$ cat src/rtl/sprite_pkg.sv
// Shared types, geometry and colour tables for the sprite layer renderer.
package sprite_pkg;

  localparam int SPR_W       = 32;
  localparam int SPR_H       = 32;
  localparam int NUM_SPRITES = 16;
  localparam int COORD_W     = 11;

  localparam int SEL_W  = $clog2(NUM_SPRITES);
  localparam int ROW_W  = $clog2(SPR_H);
  localparam int COL_W  = $clog2(SPR_W);
  localparam int ROM_AW = SEL_W + ROW_W + COL_W;
  localparam int IDX_W  = 4;

  localparam logic [IDX_W-1:0] TRANSPARENT_IDX = '0;

  typedef struct packed {
    logic [COORD_W-1:0] x;
    logic [COORD_W-1:0] y;
    logic [SEL_W-1:0]   sel;
    logic               enable;
  } slot_t;

  // 16-colour palette, {R,G,B} per colour index.
  localparam logic [23:0] PALETTE [16] = '{
    24'h000000, 24'h0000AA, 24'h00AA00, 24'h00AAAA,
    24'hAA0000, 24'hAA00AA, 24'hAA5500, 24'hAAAAAA,
    24'h555555, 24'h5555FF, 24'h55FF55, 24'h55FFFF,
    24'hFF5555, 24'hFF55FF, 24'hFFFF55, 24'hFFFFFF
  };

  // Sprite image content: index = (sel + row + 2*col) mod 16.
  // Every image therefore has a diagonal of transparent pixels, and
  // image 0 is transparent at its top-left corner.
  function automatic logic [IDX_W-1:0] sprite_pixel(input logic [ROM_AW-1:0] addr);
    logic [IDX_W-1:0] sel_part;
    logic [IDX_W-1:0] row_part;
    logic [IDX_W-1:0] col_part;
    sel_part = IDX_W'(addr[ROM_AW-1 -: SEL_W]);
    row_part = IDX_W'(addr[COL_W +: ROW_W]);
    col_part = IDX_W'({addr[COL_W-1:0], 1'b0});
    return sel_part + row_part + col_part;
  endfunction

endpackage

$ cat src/rtl/sprite_rom.sv
// Synchronous-read sprite image ROM: {sel, row, col} -> 4-bit colour index.
module sprite_rom
  import sprite_pkg::*;
(
  input  logic              clk_i,
  input  logic [ROM_AW-1:0] addr_i,
  output logic [IDX_W-1:0]  data_o
);

  logic [IDX_W-1:0] data_q;

  // Registered read: the index appears one cycle after the address.
  always_ff @(posedge clk_i) begin
    data_q <= sprite_pixel(addr_i);
  end

  assign data_o = data_q;

endmodule

$ cat src/rtl/sprite_layer_renderer.sv
// Two-stage multi-sprite compositor: slot hit test + ROM read, then
// priority resolve and palette lookup. Slot registers are double-buffered
// and the active copy only changes on frame_start.
module sprite_layer_renderer
  import sprite_pkg::*;
#(
  parameter int          NUM_SLOTS = 4,
  parameter logic [23:0] BG_RGB    = 24'h000000,
  localparam int         SLOT_W    = $clog2(NUM_SLOTS)
) (
  input  logic               Clk,
  input  logic               Reset,
  input  logic               wr_en,
  input  logic [SLOT_W-1:0]  wr_slot,
  input  logic [COORD_W-1:0] wr_x,
  input  logic [COORD_W-1:0] wr_y,
  input  logic [SEL_W-1:0]   wr_sel,
  input  logic               wr_enable,
  input  logic               frame_start,
  input  logic               pix_valid,
  input  logic [9:0]         DrawX,
  input  logic [9:0]         DrawY,
  output logic [7:0]         Red,
  output logic [7:0]         Green,
  output logic [7:0]         Blue,
  output logic               out_valid,
  output logic               hit,
  output logic [SLOT_W-1:0]  hit_slot
);

  // One extra bit so x+SPR_W never wraps back onto low columns.
  localparam int               CW1       = COORD_W + 1;
  localparam logic [CW1-1:0]   SPR_W_EXT = CW1'(SPR_W);
  localparam logic [CW1-1:0]   SPR_H_EXT = CW1'(SPR_H);

  slot_t shadow_q [NUM_SLOTS];
  slot_t shadow_d [NUM_SLOTS];
  slot_t active_q [NUM_SLOTS];

  logic [CW1-1:0]       px_w;
  logic [CW1-1:0]       py_w;
  logic [NUM_SLOTS-1:0] in_d;
  logic [NUM_SLOTS-1:0] in_q;
  logic                 pv_q;
  logic [ROM_AW-1:0]    rom_addr [NUM_SLOTS];
  logic [IDX_W-1:0]     rom_idx  [NUM_SLOTS];

  logic                 found_w;
  logic [SLOT_W-1:0]    win_w;
  logic [IDX_W-1:0]     win_idx_w;
  logic [23:0]          rgb_d;
  logic                 hit_d;
  logic [SLOT_W-1:0]    hit_slot_d;

  logic [23:0]          rgb_q;
  logic                 valid_q;
  logic                 hit_q;
  logic [SLOT_W-1:0]    hit_slot_q;

  assign px_w = CW1'(DrawX);
  assign py_w = CW1'(DrawY);

  // Shadow write decode; a slot number with no matching slot writes nothing.
  always_comb begin
    for (int s = 0; s < NUM_SLOTS; s++) begin
      shadow_d[s] = shadow_q[s];
      if (wr_en && (wr_slot == SLOT_W'(s))) begin
        shadow_d[s].x      = wr_x;
        shadow_d[s].y      = wr_y;
        shadow_d[s].sel    = wr_sel;
        shadow_d[s].enable = wr_enable;
      end
    end
  end

  // Shadow takes writes; active copies the post-write shadow on frame_start.
  always_ff @(posedge Clk) begin
    if (Reset) begin
      for (int s = 0; s < NUM_SLOTS; s++) begin
        shadow_q[s] <= '0;
        active_q[s] <= '0;
      end
    end else begin
      for (int s = 0; s < NUM_SLOTS; s++) begin
        shadow_q[s] <= shadow_d[s];
      end
      if (frame_start) begin
        for (int s = 0; s < NUM_SLOTS; s++) begin
          active_q[s] <= shadow_d[s];
        end
      end
    end
  end

  // Per-slot bounding-box test and ROM address from the beam offset.
  always_comb begin
    in_d = '0;
    for (int s = 0; s < NUM_SLOTS; s++) begin
      in_d[s] = active_q[s].enable
             && (px_w >= {1'b0, active_q[s].x})
             && (px_w <  ({1'b0, active_q[s].x} + SPR_W_EXT))
             && (py_w >= {1'b0, active_q[s].y})
             && (py_w <  ({1'b0, active_q[s].y} + SPR_H_EXT));
      rom_addr[s] = {active_q[s].sel,
                     DrawY[ROW_W-1:0] - active_q[s].y[ROW_W-1:0],
                     DrawX[COL_W-1:0] - active_q[s].x[COL_W-1:0]};
    end
  end

  // Stage 1: hit flags and pixel valid, aligned with the ROM read.
  always_ff @(posedge Clk) begin
    if (Reset) begin
      in_q <= '0;
      pv_q <= 1'b0;
    end else begin
      in_q <= in_d;
      pv_q <= pix_valid;
    end
  end

  for (genvar s = 0; s < NUM_SLOTS; s++) begin : g_rom
    sprite_rom u_rom (
      .clk_i  (Clk),
      .addr_i (rom_addr[s]),
      .data_o (rom_idx[s])
    );
  end

  // Lowest-numbered opaque slot wins; blanking forces everything to zero.
  always_comb begin
    found_w   = 1'b0;
    win_w     = '0;
    win_idx_w = '0;
    for (int s = NUM_SLOTS - 1; s >= 0; s--) begin
      if (in_q[s] && (rom_idx[s] != TRANSPARENT_IDX)) begin
        found_w   = 1'b1;
        win_w     = SLOT_W'(s);
        win_idx_w = rom_idx[s];
      end
    end
    rgb_d      = found_w ? PALETTE[win_idx_w] : BG_RGB;
    hit_d      = found_w;
    hit_slot_d = win_w;
    if (!pv_q) begin
      rgb_d      = '0;
      hit_d      = 1'b0;
      hit_slot_d = '0;
    end
  end

  // Stage 2: registered composited output.
  always_ff @(posedge Clk) begin
    if (Reset) begin
      rgb_q      <= '0;
      valid_q    <= 1'b0;
      hit_q      <= 1'b0;
      hit_slot_q <= '0;
    end else begin
      rgb_q      <= rgb_d;
      valid_q    <= pv_q;
      hit_q      <= hit_d;
      hit_slot_q <= hit_slot_d;
    end
  end

  assign Red       = rgb_q[23:16];
  assign Green     = rgb_q[15:8];
  assign Blue      = rgb_q[7:0];
  assign out_valid = valid_q;
  assign hit       = hit_q;
  assign hit_slot  = hit_slot_q;

endmodule

$ cat config.mk
export PLATFORM = sky130hd
export DESIGN_NAME = sprite_layer_renderer
export DESIGN_NICKNAME = d
export VERILOG_FILES = /design/src/rtl/sprite_pkg.sv /design/src/rtl/sprite_rom.sv /design/src/rtl/sprite_layer_renderer.sv
export SDC_FILE = /design/constraint.sdc
export NUM_CORES = 1
export LEC_CHECK = 0
export BUFFER_PORTS_ARGS = -buffer_cell sky130_fd_sc_hd__buf_2
export CAP_MARGIN = 20
export CORE_MARGIN = 2
export CORE_UTILIZATION = 45
export CTS_BUF_LIST = sky130_fd_sc_hd__clkbuf_4
export CTS_CLUSTER_SIZE = 24
export DETAILED_ROUTE_END_ITERATION = 10
export PLACE_DENSITY_LB_ADDON = 0.25
export SLEW_MARGIN = 10
export SYNTH_ARGS = -nofsm -noshare
export SYNTH_HDL_FRONTEND = slang
export SYNTH_HIERARCHICAL = 1
export SYNTH_SLANG_ARGS = --single-unit
$ cat constraint.sdc
create_clock -name Clk -period 4.4 [get_ports Clk]
set_input_delay 0.66 -clock Clk [delete_from_list [all_inputs] [get_ports Clk]]
set_output_delay 0.66 -clock Clk [all_outputs]
set_load 0.01 [all_outputs]
==> impl_results.md, run 1 <==
- Setup TNS: 0 ps
- CTS tree: done
- Worst min path class: in -> reg
- Pleak: 0.00618 uW
- Final core utilization: 50.9%
- Root Driver: clkbuf_4
- Reg2Reg Setup Slack: 1670 ps
- Hold_buf cts: 0
- Cell area after synthesis: 0.0133 mm2
- P_int: 3810 uW
- Clock Skew: 26.8 ps
- Final setup fails: 0
- Cells after synthesis: 1,374
- FMAX: 0.366 GHz
- Worst-Margin Slew: 956 ps
- Chip width: 176 um
- Core area: 0.0289 mm2
- WL/cell: 18.1 um
- CTS max path bufs: 3
- Clock Sink Count: 246
- H-tree depth: 2
- CP endpoint kind: flip-flop
- Routed wire length: 34,300 um
- First-pass GRT wire length: 53,700 um
- Die Y: 176 um
- Syn Nets: 1,584
- Pwr dens: 362 mW/mm2
- Post-route antenna net violation count: 0
- # nets final: 1,668
- Clock Power Share: 35.0%
- Hold depth: 2
- Layout cell share with drive strength beyond 1: 13.3%
- DR pass1 iterations: 5
- Worst reg2reg path depth: 10
- Initial DRC Count: 782
- Reg area: 0.00601 mm2
- Warning count from the yosys run: 6
- Layout fillers: 2,751
- VDD IR max: 155 uV
- DP HPWL: 24,700 um
- Total global-route track usage: 22.6%
- Fin crit share: 62.1%
- CTS resizes: 0
- Slew Limit Fails: 0
- Via count: 9,894
- Total gr overflow: 0
- Area growth, synth to finish: 10.6%
- Die area: 0.0309 mm2
- Clk pin slew, worst setup/hold paths: 60 ps
- CP Data Required Time: 4980 ps
- Number of global-route vias before repair: 9,753
- Syn Area/Cell: 9.67 um2
- Initial core utilization: 46.0%
- Hold Fails Final Rpt: 0
- Setup repair after global routing missed its margin: no
- Post-CTS setup buffers: 0
- Combinational fraction of design power: 15.5%
- Worst hold start: pix_valid
- Via density per instance: 5.22
- Setup WS pre-CTS: 1160 ps
- Sequential power share: 49.6%
- CP Class: reg -> reg
- CP startpoint kind: flip-flop
- Routability cong.: 0.921
- Fin crit period: 2730 ps
- Switch share: 28.3%
- Final worst slack: 1670 ps
- FP Rows: 62
- # port buffers: 81
- Run status: finished clean
- Hold WS: 175 ps
- Clock Latency Late Sink: 720 ps
- Worst r2r src: active_q[1][5]
- Worst Hold Endpoint: pv_q
- Num CTS Buffers: 61
- DR DRC count: 0
- Maxcap violations: 0
- Crit-path max FO: 2
- Largest net degree at the start of global routing: 109
- Slew margin rel.: 36.1%
- IO Count: 82
- Switch Pwr: 1510 uW
- Area of the multi-input gates: 0.00647 mm2
- Initial antenna violation count: 2
- RR Endpoint: g_rom[1].u_rom/data_o[3]
- WP data arrival: 3310 ps
==> metal layers <==
metal  track usage, %  vias to the layer above  share of wire, %
met4             5.96                        2               2.0
met1             32.8                     4720                48
li1                 -                     4825                 -
met5                0                        -             0.032
met2             35.4                      290                45
met3             3.03                       57               5.3
==> state kept, by name, indices dropped and copies added, names as in the netlist <==
signal	count
in_q	4
g_rom.u_rom/data_o	16
hit	1
active_q	108
out_valid	1
rgb_q	5
hit_slot	2
pv_q	1
shadow_q	108
==> power groups by stage <==
| stage | clock network (uW) | logic (uW) | registers, uW |
|---|---|---|---|
| after global routing | 2010 | 929 | 2650 |
| after detailed placement | 0 | 818 | 2690 |
| after floorplan | 0 | 561 | 2650 |
| after CTS | 1910 | 826 | 2640 |
| after global placement | 0 | 800 | 2680 |
| final | 1860 | 823 | 2640 |
==> worst max-delay path by stage <==
stage	startpoint	endpoint	slack (ps)
2_1_floorplan	Reset	active_q[0][0]	1180
3_3_place_gp	DrawY[0]	g_rom[1].u_rom/data_o[3]	1220
3_5_place_dp	DrawY[0]	g_rom[0].u_rom/data_o[3]	1160
4_1_cts	active_q[1][5]	g_rom[1].u_rom/data_o[3]	1630
5_1_grt	active_q[1][5]	g_rom[1].u_rom/data_o[3]	1540
6_report	active_q[1][5]	g_rom[1].u_rom/data_o[3]	1670
==> critical path, stage by stage (launching register included) <==
cell and delay (ps):
edfxtp_1 400, ha_1 220, fa_1 430, inv_1 90
inv_1 60, fa_1 500, inv_1 40, ha_1 200
fa_1 380, xor2_1 160, xnor2_1 120
==> placed cells by master, fill, tap and decap left out, drive strengths merged, types with 3 or more instances in the layout <==
cell / count
edfxtp: 108
fa: 20
nand3: 26
xor2: 6
o211ai: 6
nor3: 10
nand2b: 14
and2: 110
a2111oi: 7
xnor2: 38
o21bai: 4
xnor3: 4
dfxtp: 138
nor2: 12
mux2i: 6
ha: 136
a21o: 19
nor2b: 18
a21oi: 155
nor4: 3
clkbuf: 90
buf: 88
o2111ai: 6
a21boi: 5
inv: 134
nand2: 238
o21ai: 34
clkinv: 21
a31oi: 4
or2: 3
o21a: 10
a211oi: 4
o41ai: 3
==> stage by stage <==
stage | power [uW] | instances | area [um2]
floorplan | 3210 | 1374 | 13300
global placement | 3480 | 1779 | 13900
detailed placement | 3500 | 1779 | 13900
CTS | 5370 | 1893 | 14700
global route | 5590 | 1894 | 14700
finish | 5320 | 1894 | 14700
==> final cells by class <==
type	count	area share, %
multi-input combinational	929	44.1
timing repair buffer	88	3.14
clock inverter	24	0.656
antenna	1	0.0170
tap	384	3.27
inverter	132	3.37
sequential	246	40.9
clock buffer	90	4.60
No activity file was read; power rests on OpenSTA's default activity.
==> run 2: changes to the inputs <==
==> constraint.sdc (replaced) <==
create_clock -name Clk -period 2.2 [get_ports Clk]
set_input_delay 0.33 -clock Clk [delete_from_list [all_inputs] [get_ports Clk]]
set_output_delay 0.33 -clock Clk [all_outputs]
set_load 0.01 [all_outputs]
==> run 2 against run 1 <==
Against the previous run:
- die area unchanged
- clock power rose by 130%
- fmax is 5.4% higher
- routed wire length hardly changed
- clock-buffer cell count grew 14
- worst setup slack worse by 2100 ps
- combinational power grew 140%
- the flow now finishes with violations (negative setup slack)
- core utilization is 5.1 points higher
- non-clock buffer count grew 108
- register-to-register slack got worse by 2100 ps
- via count rose by 3.6%
==> impl_results.md, run 2 (same netlist as run 1, synthesis figures left out) <==
- Switch share: 27.0% (-1.3 points)
- Critical path's largest stage delay: 470 ps (-30 ps)
- Worst-Margin Slew: 743 ps (-213 ps)
- Clock Power Share: 37.0% (+2.0 points)
- FMAX: 0.386 GHz (+5.4%)
- Final setup fails: 9 (+9)
- Fin crit period: 2590 ps (-140 ps)
- CP Class: reg -> reg
- Worst min path class: in -> reg
- Setup WS pre-CTS: -567 ps (-1720 ps)
- Initial core utilization: 46.0% (unchanged)
- Maxcap violations: 0 (unchanged)
- Routed wire length: 34,400 um (about the same)
- Initial DRC Count: 658 (-16%)
- Failing checks: negative setup slack
- First-pass GRT wire length: 53,800 um (+0.17%)
- Die area: 0.0309 mm2 (unchanged)
- Run status: finished with violations
- Placed instance count: 1,845 (+3.7%)
- Pleak: 0.00683 uW (+11%)
- Delay-heaviest family, CP: adder cells
- Setup repair after global routing missed its margin: yes
- Clock Skew: 35.8 ps (+8.96 ps)
- Commonest non-fill, non-tap cell in the layout: nand2_1
- CTS tree: done
- P_int: 8360 uW (+120%)
- Layout cell share with drive strength beyond 1: 21.6% (+8.3 points)
- DR pass1 iterations: 7 (+2)
- Clk pin slew, worst setup/hold paths: 60 ps (about the same)
- Initial antenna violation count: 3 (+1)
- Area growth, synth to finish: 21.7%
- Largest net degree at the start of global routing: 74 (-32%)
- WL/cell: 17.1 um (-5.7%)
- WP data arrival: 3110 ps (-200 ps)
- CP startpoint kind: flip-flop
- Layout fillers: 2,550 (-7.3%)
- Clock Sink Count: 246 (unchanged)
- FP Rows: 62 (unchanged)
- Chip width: 176 um (unchanged)
- Total global-route track usage: 22.4% (-0.19 points)
- Routability cong.: 0.893 (-3.0%)
- Hold Fails Final Rpt: 0 (unchanged)
- Number of global-route vias before repair: 10.3k (+5.1%)
- # nets final: 1,781 (+6.8%)
- Total gr overflow: 0 (unchanged)
- Crit-path max FO: 2 (unchanged)
- Final worst slack: -392 ps (-2060 ps)
- Root Driver: clkbuf_4
- Sequential power share: 45.9% (-3.7 points)
- Via density per instance: 5.10 (-2.3%)
- CP Cell Sequence: ha_4 -> fa_2 -> inv_2 -> inv_2 -> fa_1 -> inv_1 -> ha_2 -> fa_2 -> xor2_2 -> xnor2_1
- VDD IR max: 289 uV (+87%)
- DR DRC count: 0 (unchanged)
- # port buffers: 81 (unchanged)
- IO Count: 82 (unchanged)
- Core area: 0.0289 mm2 (unchanged)
- CTS max path bufs: 3 (unchanged)
- Pwr dens: 709 mW/mm2 (+96%)
- CP endpoint kind: flip-flop
- DP HPWL: 23,700 um (-4.0%)
- Slowest cell on crit path: fa_1
- Via count: 10.2k (+3.6%)
- Fin crit share: 118% (+56 points)
- H-tree depth: 3 (+1)
- Clock Latency Late Sink: 660 ps (-60 ps)
- Die Y: 176 um (unchanged)
- Switch Pwr: 3100 uW (+110%)
- Slew Limit Fails: 0 (unchanged)
- Final Non-Filler Cells: 2,008 (+6.0%)
- Post-route antenna net violation count: 0 (unchanged)
- Combinational fraction of design power: 17.1% (+1.6 points)
- Num CTS Buffers: 66 (+8.2%)
- Slew margin rel.: 50.5% (+14 points)
- Most frequent cells in the layout: 238 x nand2_1, 151 x a21oi_1, 138 x dfxtp_1, 122 x inv_1, 119 x ha_1
- Buffers & Inverters on Critical Path: 3 (unchanged)
- CP Data Required Time: 2720 ps (-2260 ps)
[run 2: through the flow]
stage	total power [uW]	utilization [%]	hold slack (ps)	area [um2]	setup TNS, ps
CTS	11500	55.2	227	15900	-2220
floorplan	6430	-	434	13400	-1750
detailed placement	7130	50.6	445	14600	-4430
global placement	7090	50.6	439	14600	-4010
global route	12100	56.0	250	16200	-3110
finish	11500	56.0	243	16200	-2140
[run 2: repair_timing]
action,4_1_cts,5_1_grt
gates resized for setup,33,37
endpoints found under the setup margin,12,12
buffers inserted,4,11
hold buffers,31,0
pin swaps,41,33
endpoints found under the hold margin,107,0
cloned,0,0
[run 2: worst paths after layout]
kind	start	to	slack (ps)	depth (start not counted)
hold reg to reg	shadow_q[3][25]	shadow_q[3][25]	450	2
setup reg to reg	active_q[2][5]	g_rom[2].u_rom/data_o[3]	-390	10
setup / recovery	active_q[2][5]	g_rom[2].u_rom/data_o[3]	-390	10
hold / removal	DrawY[0]	g_rom[2].u_rom/data_o[0]	240	5
[run 2: routing by layer]
metal	part of all wire, %	up-vias	track usage (%)
met5	0.038	-	0
met4	1.6	2	7.44
met3	6.3	46	3.83
met2	47	287	37.2
met1	45	4855	29.7
li1	-	5058	-
[run 2: cell type report]
type | count | area, um2 | share of cell area [%]
multi-input cells | 929 | 6790 | 42.0
clock inverters | 15 | 110 | 0.681
diodes | 2 | 5.00 | 0.0310
clock buffers | 104 | 781 | 4.83
inverters | 132 | 500 | 3.10
flip-flops and latches | 246 | 6010 | 37.2
well taps | 384 | 480 | 2.97
repair buffers | 196 | 1490 | 9.24
[run 2: worst register-to-register path, cell delays in order, from the launching register on]
cell and delay (ps):
edfxtp_1 420, ha_4 190, fa_2 410, inv_2 70, inv_2 30, fa_1 470
inv_1 40, ha_2 170, fa_2 370, xor2_2 160, xnor2_1 130
[run 2: power by group through the flow]
stage / clock network [uW] / registers, uW / logic [uW]
CTS: 4360 / 5250 / 1880
finish: 4250 / 5260 / 1950
global route: 4600 / 5280 / 2190
global placement: 0 / 5350 / 1740
floorplan: 0 / 5290 / 1140
detailed placement: 0 / 5350 / 1780
==> run 3: changes to the inputs <==
--- a/config.mk
+++ b/config.mk
@@ -12,7 +12,6 @@
 export CTS_BUF_LIST = sky130_fd_sc_hd__clkbuf_4
 export CTS_CLUSTER_SIZE = 24
 export DETAILED_ROUTE_END_ITERATION = 10
-export PLACE_DENSITY_LB_ADDON = 0.25
 export SLEW_MARGIN = 10
 export SYNTH_ARGS = -nofsm -noshare
 export SYNTH_HDL_FRONTEND = slang
==> run 3 against run 2 <==
Against the previous run:
- the flow still finishes with violations (negative setup slack)
- clock skew down 2.1 ps
- total power up 1.1%
- worst setup slack better by 50 ps
- combinational power about the same
- clock power up 4%
- final cell count down 0.35%
- die area unchanged
- fmax up 2.0%
- register-to-register slack better by 50 ps
- via count down 0.87%
- hold slack better by 31 ps
- first-iteration DRC count up 3.0%
- critical path type unchanged
==> impl_results.md, run 3 (same netlist as run 1, synthesis figures left out) <==
- Clk pin slew, worst setup/hold paths: 70 ps (about the same)
- Die area: 0.0309 mm2 (unchanged)
- Final worst slack: -341 ps (+50.5 ps)
- CP endpoint kind: flip-flop
- Slew Limit Fails: 0 (unchanged)
- Num CTS Buffers: 68 (+3.0%)
- # port buffers: 81 (unchanged)
- # nets final: 1,773 (-0.45%)
- Total gr overflow: 0 (unchanged)
- Final setup fails: 8 (-1)
- Maxcap violations: 0 (unchanged)
- Post-route antenna net violation count: 0 (unchanged)
- Initial core utilization: 46.0% (unchanged)
- Crit-path max FO: 2 (unchanged)
- Pwr dens: 722 mW/mm2 (+1.8%)
- Fin crit share: 116% (-2.3 points)
- DR DRC count: 0 (unchanged)
- IO Count: 82 (unchanged)
- Final Cell Area: 0.0160 mm2 (-0.75%)
- Hold Fails Final Rpt: 0 (unchanged)
- VDD IR max: 354 uV (+22%)
- Initial DRC Count: 678 (+3.0%)
- Worst min path class: in -> reg
- Commonest non-fill, non-tap cell in the layout: nand2_1
- Total global-route track usage: 22.8% (+0.42 points)
- Final core utilization: 55.6% (-0.42 points)
- Area growth, synth to finish: 20.8%
- DR pass1 iterations: 5 (-2)
- FP Rows: 62 (unchanged)
- Layout fillers: 2,656 (+4.2%)
- Via density per instance: 5.08 (-0.52%)
- DP HPWL: 24,300 um (+2.5%)
- WP data arrival: 3080 ps (-30 ps)
- Area of the multi-input gates: 0.00671 mm2 (-1.2%)
- Layout cell share with drive strength beyond 1: 20.9% (-0.66 points)
- Routability cong.: 0.848 (-5.1%)
- Clock Latency Late Sink: 660 ps (about the same)
- Setup repair after global routing missed its margin: yes
- H-tree depth: 3 (unchanged)
- Largest net degree at the start of global routing: 109 (+47%)
- Failing checks: negative setup slack
- Worst-Margin Slew: 774 ps (+30.6 ps)
- Clock Skew: 33.7 ps (-2.09 ps)
- Chip width: 176 um (unchanged)
- Routed wire length: 34,500 um (+0.41%)
- Core area: 0.0289 mm2 (unchanged)
- FMAX: 0.393 GHz (+2.0%)
- Fin crit period: 2540 ps (-50.5 ps)
- Pleak: 0.00679 uW (-0.62%)
- Reg area: 0.00601 mm2 (unchanged)
- Initial antenna violation count: 2 (-1)
- Number of global-route vias before repair: 10.2k (-0.39%)
- CP Data Required Time: 2740 ps (+20 ps)
- DP Area: 0.0146 mm2 (about the same)
- Hold WS: 274 ps (+30.5 ps)
- Most frequent cells in the layout: 238 x nand2_1, 151 x a21oi_1, 138 x dfxtp_1, 124 x inv_1, 123 x ha_1
- CTS tree: done
- Clock Sink Count: 246 (unchanged)
- Die Y: 176 um (unchanged)
- CP startpoint kind: flip-flop
- CTS max path bufs: 3 (unchanged)
- Root Driver: clkbuf_4
- CP Class: reg -> reg
- Run status: finished with violations
- Total design power: 11,600 uW (+1.1%)
- Via count: 10.2k (-0.87%)
- First-pass GRT wire length: 54,200 um (+0.82%)
- Slew margin rel.: 48.4% (-2.0 points)
- WL/cell: 17.2 um (+0.76%)
==> run 3: power breakdown <==
group | switching (uW) | internal (uW) | leakage [uW] | total (uW)
Sequential | 183 | 5070 | 0.00233 | 5250
Clock | 1890 | 2510 | 0.000569 | 4400
Combinational | 1040 | 891 | 0.00390 | 1930
==> run 3: area by class of cell <==
type	count	share of cell area [%]
multi-input combinational	929	41.8
sequential	246	37.4
timing repair buffer	186	8.79
clock buffer	111	5.19
inverter	132	3.12
tap	384	2.99
clock inverter	12	0.639
antenna	1	0.0156
==> run 3: metal layers <==
layer	vias up	wire (um)	GRT usage [%]
met5	-	13	0
met4	2	688	7.44
met3	54	2010	3.72
met2	277	15600	36.5
met1	4769	16100	31.5
li1	5057	-	-
==> run 3: final timing paths <==
check                                                 to  slack [ps]  depth (start not counted)             from
worst min register to register           shadow_q[0][19]         450                          2  shadow_q[0][19]
worst max-delay path            g_rom[0].u_rom/data_o[3]        -340                         10   active_q[0][5]
worst max register to register  g_rom[0].u_rom/data_o[3]        -340                         10   active_q[0][5]
worst min-delay path                     shadow_q[0][14]         270                          5       wr_slot[0]
==> run 3: critical path: stages (launching register included) <==
cell	delay, ps
edfxtp_1	410
ha_4	180
fa_2	430
inv_2	70
inv_2	30
fa_1	460
inv_1	50
ha_2	170
fa_2	350
xor2_2	150
xnor2_1	130
==> run 3: repair_timing <==
| action | CTS | global route |
|---|---|---|
| endpoints found under the setup margin | 11 | 12 |
| pin swaps | 23 | 21 |
| gates resized for setup | 18 | 31 |
| hold endpoints to repair | 108 | 0 |
| hold buffers | 29 | 0 |
| setup buffers | 1 | 4 |
==> run 3: stage by stage <==
stage          setup TNS, ps  setup slack, ps  cells
2_1_floorplan          -1750             -302   1374
3_3_place_gp           -3890             -535   1844
3_5_place_dp           -4170             -564   1844
4_1_cts                -2260             -382   1996
5_1_grt                -2850             -456   2001
6_report               -1870             -341   2001
